`src/rtl/inst_fetch_unit.sv`:
```
// Instruction memory + PC: words are loaded while mode=0 and streamed out sequentially while mode=1.
// One-cycle fetch latency; stall freezes all fetch state, and redirect loads a new PC with a one-bubble flush.
module inst_fetch_unit #(
    parameter int DATA_W = 32,
    parameter int DEPTH  = 32,
    parameter int ADDR_W = $clog2(DEPTH),
    parameter int PC_W   = ADDR_W + 2
) (
    input  logic              clk,
    input  logic              reset,
    input  logic              mode,
    input  logic              wr_en,
    input  logic [ADDR_W-1:0] wr_addr,
    input  logic [DATA_W-1:0] wr_data,
    input  logic              stall,
    input  logic              redirect,
    input  logic [PC_W-1:0]   redirect_pc,
    output logic [PC_W-1:0]   pc,
    output logic [DATA_W-1:0] instr,
    output logic [PC_W-1:0]   instr_pc,
    output logic              instr_valid
);

    typedef enum logic {
        ST_LOAD = 1'b0,
        ST_RUN  = 1'b1
    } state_t;

    state_t            state_q, state_d;
    logic [PC_W-1:0]   pc_q, pc_d;
    logic [DATA_W-1:0] instr_q, instr_d;
    logic [PC_W-1:0]   instr_pc_q, instr_pc_d;
    logic              instr_valid_q, instr_valid_d;
    logic [DATA_W-1:0] mem_q [DEPTH];
    logic [DATA_W-1:0] mem_d [DEPTH];

    always_comb begin
        state_d       = mode ? ST_RUN : ST_LOAD;
        pc_d          = pc_q;
        instr_d       = instr_q;
        instr_pc_d    = instr_pc_q;
        instr_valid_d = instr_valid_q;
        mem_d         = mem_q;

        // Fetching needs both the current and the sampled state to be RUN: this makes
        // the LOAD->RUN edge idle and a mode drop clear pc/valid on its own edge.
        if (state_q == ST_LOAD || !mode) begin
            pc_d          = '0;
            instr_valid_d = 1'b0;
        end else if (redirect) begin
            pc_d          = redirect_pc & ~PC_W'(3);
            instr_valid_d = 1'b0;
        end else if (!stall) begin
            instr_d       = mem_q[pc_q[PC_W-1:2]];
            instr_pc_d    = pc_q;
            instr_valid_d = 1'b1;
            pc_d          = pc_q + PC_W'(4);
        end

        // The fetch above reads mem_q, so a same-edge write is seen by the next fetch only.
        if (wr_en) begin
            mem_d[wr_addr] = wr_data;
        end
    end

    always_ff @(posedge clk or negedge reset) begin
        if (!reset) begin
            state_q       <= ST_LOAD;
            pc_q          <= '0;
            instr_q       <= '0;
            instr_pc_q    <= '0;
            instr_valid_q <= 1'b0;
            mem_q         <= '{default: '0};
        end else begin
            state_q       <= state_d;
            pc_q          <= pc_d;
            instr_q       <= instr_d;
            instr_pc_q    <= instr_pc_d;
            instr_valid_q <= instr_valid_d;
            mem_q         <= mem_d;
        end
    end

    assign pc          = pc_q;
    assign instr       = instr_q;
    assign instr_pc    = instr_pc_q;
    assign instr_valid = instr_valid_q;

endmodule

```
`config.mk`:
```
export PLATFORM = sky130hd
export DESIGN_NAME = inst_fetch_unit
export DESIGN_NICKNAME = d
export VERILOG_FILES = /design/src/rtl/inst_fetch_unit.sv
export SDC_FILE = /design/constraint.sdc
export NUM_CORES = 2
export LEC_CHECK = 0
export BUFFER_PORTS_ARGS = -buffer_cell sky130_fd_sc_hd__buf_2
export CAP_MARGIN = 20
export CORE_ASPECT_RATIO = 0.6
export CORE_UTILIZATION = 35
export DETAILED_ROUTE_END_ITERATION = 7
export GPL_TIMING_DRIVEN = 0
export PLACE_DENSITY = 0.59
export SKIP_LAST_GASP = 1
export SYNTH_ARGS = -nofsm -noshare
export SYNTH_HDL_FRONTEND = slang
export SYNTH_SLANG_ARGS = --single-unit
```
`constraint.sdc`:
```
create_clock -name clk -period 2.13 [get_ports clk]
set_input_delay 0.426 -clock clk [delete_from_list [all_inputs] [get_ports clk]]
set_output_delay 0.426 -clock clk [all_outputs]
set_load 0.005 [all_outputs]
```
## Yosys cells after proc, flatten, opt, wreduce, memory -nomap -nowiden

Index checks and enable logic that the tools add are counted.

| storage, ports and cells | value |
|---|---|
| register bits after elaboration | 1072 |
| bits in latches | 0 |
| bits in writable memories | 0 |
| bits in read-only memories | 0 |
| output and inout bits | 47 |
| memories | 0 |

| operators by class | value |
|---|---|
| add/sub/neg operators | 1 |
| multiply operators | 0 |
| divide/modulo/power cells | 0 |
| order comparisons | 3 |
| equality and inequality tests | 1 |
| shift-type cells | 0 |
| mux-type cells | 13 |
| bitwise logic cells | 6 |
| reduce and logical (&&, ||, !) cells | 4 |

Operator list:

| kind | count |
|---|---|
| $bwmux W1024 | 1 |
| $bmux W32 S5 | 1 |
| $demux W32 S5 | 1 |
| $mux W32 | 3 |
| $mux W7 | 3 |
| $ge A6 B6 Y1 const B | 2 |
| $not A5 Y6 | 2 |
| $add A7 B3 Y7 const B | 1 |
| $lt A6 B1 Y1 const B | 1 |
| $mux W1 | 4 |
| $not A1 Y1 | 4 |
| $ne A3 B1 Y1 const B | 1 |
| $reduce_and A3 Y1 | 1 |
| $logic_and A1 B1 Y1 | 1 |
| $logic_not A1 Y1 | 1 |
| $logic_or A1 B1 Y1 | 1 |

## Longest topological paths before layout

| depth | value |
|---|---|
| word-level depth | 6 |
| depth in mapped cells | 9 |
| depth with buffers taken out | 5 |

## Worst setup path after synthesis

Ideal clock, no wire load.

| timing path | value |
|---|---|
| path type | register to register |
| start point | register pc_q[2] (netlist: pc[2]) |
| end point | register instr_q[0] (netlist: instr[0]) |
| setup time | 0.151 ns |
| arrival time | 1.888 ns |
| slack | 0.091 ns |
| stages on the path, launching flop included | 8 |
| buffers on the path | 3 |
| clock period less this slack | 2.039 ns |
| cell sequence | dfrtp_1 buf_4 buf_8 buf_6 mux4_2 mux2_2 a221oi_1 a2111oi_1 |

| on the way | value |
|---|---|
| longest elaborated chain between the ends | 4 |

RTL lines:

| what | line | RTL |
|---|---|---|
| start: declaration | 30 | `logic [PC_W-1:0] pc_q, pc_d;` |
| start signal: assignment | 76 | `pc_q <= pc_d;` |
| $not A5 Y6 (not written as such) | 54 | `instr_d = mem_q[pc_q[PC_W-1:2]];` |
| $bmux W32 S5 | 54 |  |
| $mux W32 (not written as such) (2 in series) | 54 |  |
| end signal: assignment | 77 | `instr_q <= instr_d;` |
| end: declaration | 31 | `logic [DATA_W-1:0] instr_q, instr_d;` |

Every way passes these cells. The select of a mux whose other input is x is not followed.
A chain may end at the register's enable or synchronous reset.

## Worst setup path in the final report

| timing path | value |
|---|---|
| start point | register pc_q[2] (netlist: pc[2]) |
| end point | register instr_q[3] (netlist: instr[3]) |

Same word-level chain as after synthesis.

==> metrics.yaml <==
status:
  outcome: "finished, violations left"
  violations: "negative hold slack, negative setup slack"
timing:
  setup_tns_ns: -9.253
  slew_headroom: 0.3967
  setup_slack_ns: -0.3378
  grt_setup_unrepaired: "yes"
  fmax_mhz: 405.2
  slew_violations: 0
  fin_skew_ns: 0.02829
  timing.hold.ws_ns: -0.3144
  setup_violations: 32
  post-route-min-period_ns: 2.468
  hold_viol_final: 110
  period_share: 1.159
  max_slew.worst_pin.slew_ns: 0.9050
grt:
  grt_remaining_overflow: 0
  first_global_vias: 29281
  grtUsageTotal: 0.1879
  grt_max_degree: 155
  antenna_found_initial: 14
  grt_pass1_wl_um: 198600
power_and_ir_drop:
  ir_worst_vdd_uv: 634.8
  power_w: 0.05376
  power_density_nw_per_um2: 953.7
  p_leak_nw: 24.07
floorplan:
  die_y_um: 291.0
  core-area_um2: 137400
  dieWidth_um: 483.7
  dieArea_um2: 140800
  initial_core_util: 0.3546
  row_count: 105
  io_pins: 97
clock_network:
  cts_tree: "built"
  h-tree-depth: 3
  cts-root-buf: "clkbuf_16"
  cts-hold-fix-buffers: 6
  cts_buffers: 96
  path_clk_slew_ns: 0.07
  cts_buffer_depth: 3
  cts.sinks: 1068
  insertion_delay_ns: 0.71
setup_path:
  worst_r2r_path_depth: 8
  cp_data_arrival_time_ns: 3.05
  reg2reg_to: "instr[3]"
  r2r_start: "pc[2]"
  crit_path_start: "pc[2]"
  start_kind: "flip-flop"
  worstPathRequired_ns: 2.71
  crit_type: "reg -> reg"
  cp_max_fo: 11
  endpoint_kind: "flip-flop"
  reg2reg_slack_ns: -0.34
routing:
  vias: 28082
  wire_per_inst_um: 24.92
  routed_wl_um: 131600
  drc: 0
  drtIter0Drc: 2203
  drt_first_pass_iters: 5
  via_per_inst: 5.317
  ant_nets: 0
job:
  cap_violations: 0
final_layout:
  num-nets-final: 3434
  seqCellArea_um2: 26730
  final_area_um2: 56370
  fill_cells: 12611
  drive_gt1_frac: 0.5061
  multi_input_area_um2: 21150
  utilization: 0.4102
  syn_to_final_growth_pct: 15.70
logic_synthesis:
  synth_top_area_frac: 0.5485
  synth_ff_type: "dfrtp_1"
  ys_seq_area_frac: 0.5485
  ys_warn_count: 0
  synth_edf_count: 0
  synth_top_area_cell: "dfrtp_1"
  netlist_area_um2: 48720
  async_flop_share: 1.000
  postSynthAreaPerCell_um2: 15.40
  synth-seq-cells: 1068
  synth.distinct_cells: 37
  postSynthCellCount: 3164
  netlist_top_cells_area: "dfrtp_1 (55%), mux2_2 (24%), mux4_2 (7.4%)"
placed_design:
  port_buffers: 89
  placed_area_um2: 51680
  dp_hpwl_um: 95130
  gp_congestion: 0.8181
min_path:
  holdCritPathClass: "in -> async"
-- how the worst max path moves through the flow --
stage	cells past startpoint	end	slack, ns
2_1_floorplan	7	instr[0]	0.09
3_3_place_gp	1	mem_q[547]	-23.53
3_5_place_dp	9	instr[26]	-1.17
4_1_cts	7	instr[20]	-0.37
5_1_grt	8	instr[3]	-0.40
6_report	8	instr[3]	-0.34
-- cell usage in the layout (no fill, tap or decap), types with 9 or more instances in the layout --
| master | synthesis | routed |
|---|---|---|
| a2111oi_2 | 30 | 30 |
| a21oi_1 | 34 | 34 |
| a221oi_2 | 53 | 33 |
| a221oi_4 | 0 | 31 |
| a22oi_1 | 64 | 45 |
| a22oi_2 | 0 | 19 |
| buf_1 | 53 | 48 |
| buf_16 | 0 | 12 |
| buf_2 | 64 | 123 |
| buf_4 | 14 | 37 |
| buf_6 | 9 | 17 |
| buf_8 | 5 | 9 |
| bufinv_16 | 0 | 12 |
| clkbuf_1 | 165 | 144 |
| clkbuf_16 | 0 | 106 |
| clkbuf_2 | 0 | 20 |
| clkbuf_4 | 0 | 14 |
| clkbuf_8 | 0 | 22 |
| clkinv_2 | 0 | 15 |
| dfrtp_1 | 1068 | 1066 |
| mux2_2 | 1060 | 1059 |
| mux2i_1 | 228 | 227 |
| mux4_2 | 160 | 160 |
| nand2_1 | 19 | 18 |
| nand2b_1 | 33 | 33 |
| nor2_1 | 58 | 54 |
-- sequential cells by signal (all words and copies together), names as in the netlist --
register     flops
mem_q         1024
instr_pc         5
state_q          1
instr           32
instr_valid      1
pc               5
-- worst max-delay path, cell delays in order (launching register included) --
cell and delay, ns:
dfrtp_2 0.48, buf_12 0.18, buf_16 0.19, buf_16 0.22, buf_16 0.19, mux2i_1 0.15, a221oi_2 0.35, a221oi_4 0.13
a2111oi_2 0.37
-- area by class of cell --
cell class / count / area share
Clock inverter: 33 / 0.008612
Buffer: 308 / 0.03263
Antenna cell: 5 / 0.0002220
Sequential cell: 1068 / 0.4742
Inverter: 1 / 0.00006659
Multi-Input combinational cell: 1788 / 0.3752
Timing Repair Buffer: 120 / 0.01780
Tap cell: 1819 / 0.04037
Clock buffer: 140 / 0.05098
-- metal layers --
| layer | GRT usage | share of wire |
|---|---|---|
| met5 | 0 | 0.00081 |
| met4 | 0.03815 | 0.017 |
| met3 | 0.04406 | 0.063 |
| met2 | 0.2518 | 0.40 |
| met1 | 0.3009 | 0.52 |
-- through the flow --
step / hold WS (ns) / instances / setup WS [ns]
global route: -0.2774 / 5277 / -0.3968
global placement: 0.4815 / 5075 / -23.53
floorplan: 0.1304 / 3167 / 0.09082
CTS: -0.3187 / 5267 / -0.3732
detailed placement: 0.4629 / 5084 / -1.169
finish: -0.3144 / 5282 / -0.3378
-- logic make-up (layout without fill, tap and decap cells) --
| kind of cell | after synthesis | after routing | synth area share |
|---|---|---|---|
| AO/OA/AOI/OAI | 195 | 195 | 0.04142 |
| flip-flops | 1068 | 1068 | 0.5485 |
| buffers and inverters | 311 | 602 | 0.02922 |
| AND/OR/NAND/NOR | 136 | 136 | 0.01400 |
| other | 1 | 9 | 0.00007697 |
| adder cells (fa/ha/maj) | 1 | 1 | 0.0002568 |
| XOR/XNOR | 4 | 4 | 0.0007192 |
| multiplexers | 1448 | 1448 | 0.3658 |
-- repair_timing --
item / 4_1_cts / 5_1_grt
gates resized for setup: 182 / 69
endpoints found under the setup margin: 302 / 296
hold endpoints to repair: 116 / 110
buffers inserted: 4 / 5
pin swaps: 2 / 8
gates cloned: 2 / 5
-- Yosys cell counts (2+ instances only) --
| cell type | number |
|---|---|
| nand2_1 | 19 |
| nand2b_1 | 33 |
| a2111oi_1 | 2 |
| nand4b_1 | 2 |
| buf_1 | 53 |
| mux4_2 | 160 |
| mux2i_1 | 228 |
| a221oi_1 | 11 |
| a21oi_1 | 34 |
| a2111oi_2 | 30 |
| a221oi_2 | 53 |
| nand3_1 | 2 |
| nor3_1 | 2 |
| clkbuf_1 | 165 |
| nor2b_1 | 4 |
| nor3b_1 | 5 |
| a22oi_1 | 64 |
| dfrtp_1 | 1068 |
| nand3b_1 | 5 |
| buf_2 | 64 |
| buf_4 | 14 |
| nor2_1 | 58 |
| buf_8 | 5 |
| mux2_2 | 1060 |
| xnor2_1 | 3 |
| buf_6 | 9 |
-- power breakdown --
group / switching (W) / internal (W) / total [W]
logic: 0.00360 / 0.00510 / 0.00870
registers: 0.00204 / 0.0242 / 0.0263
clock network: 0.00798 / 0.0108 / 0.0188
Power figures use the tool's default switching activity.
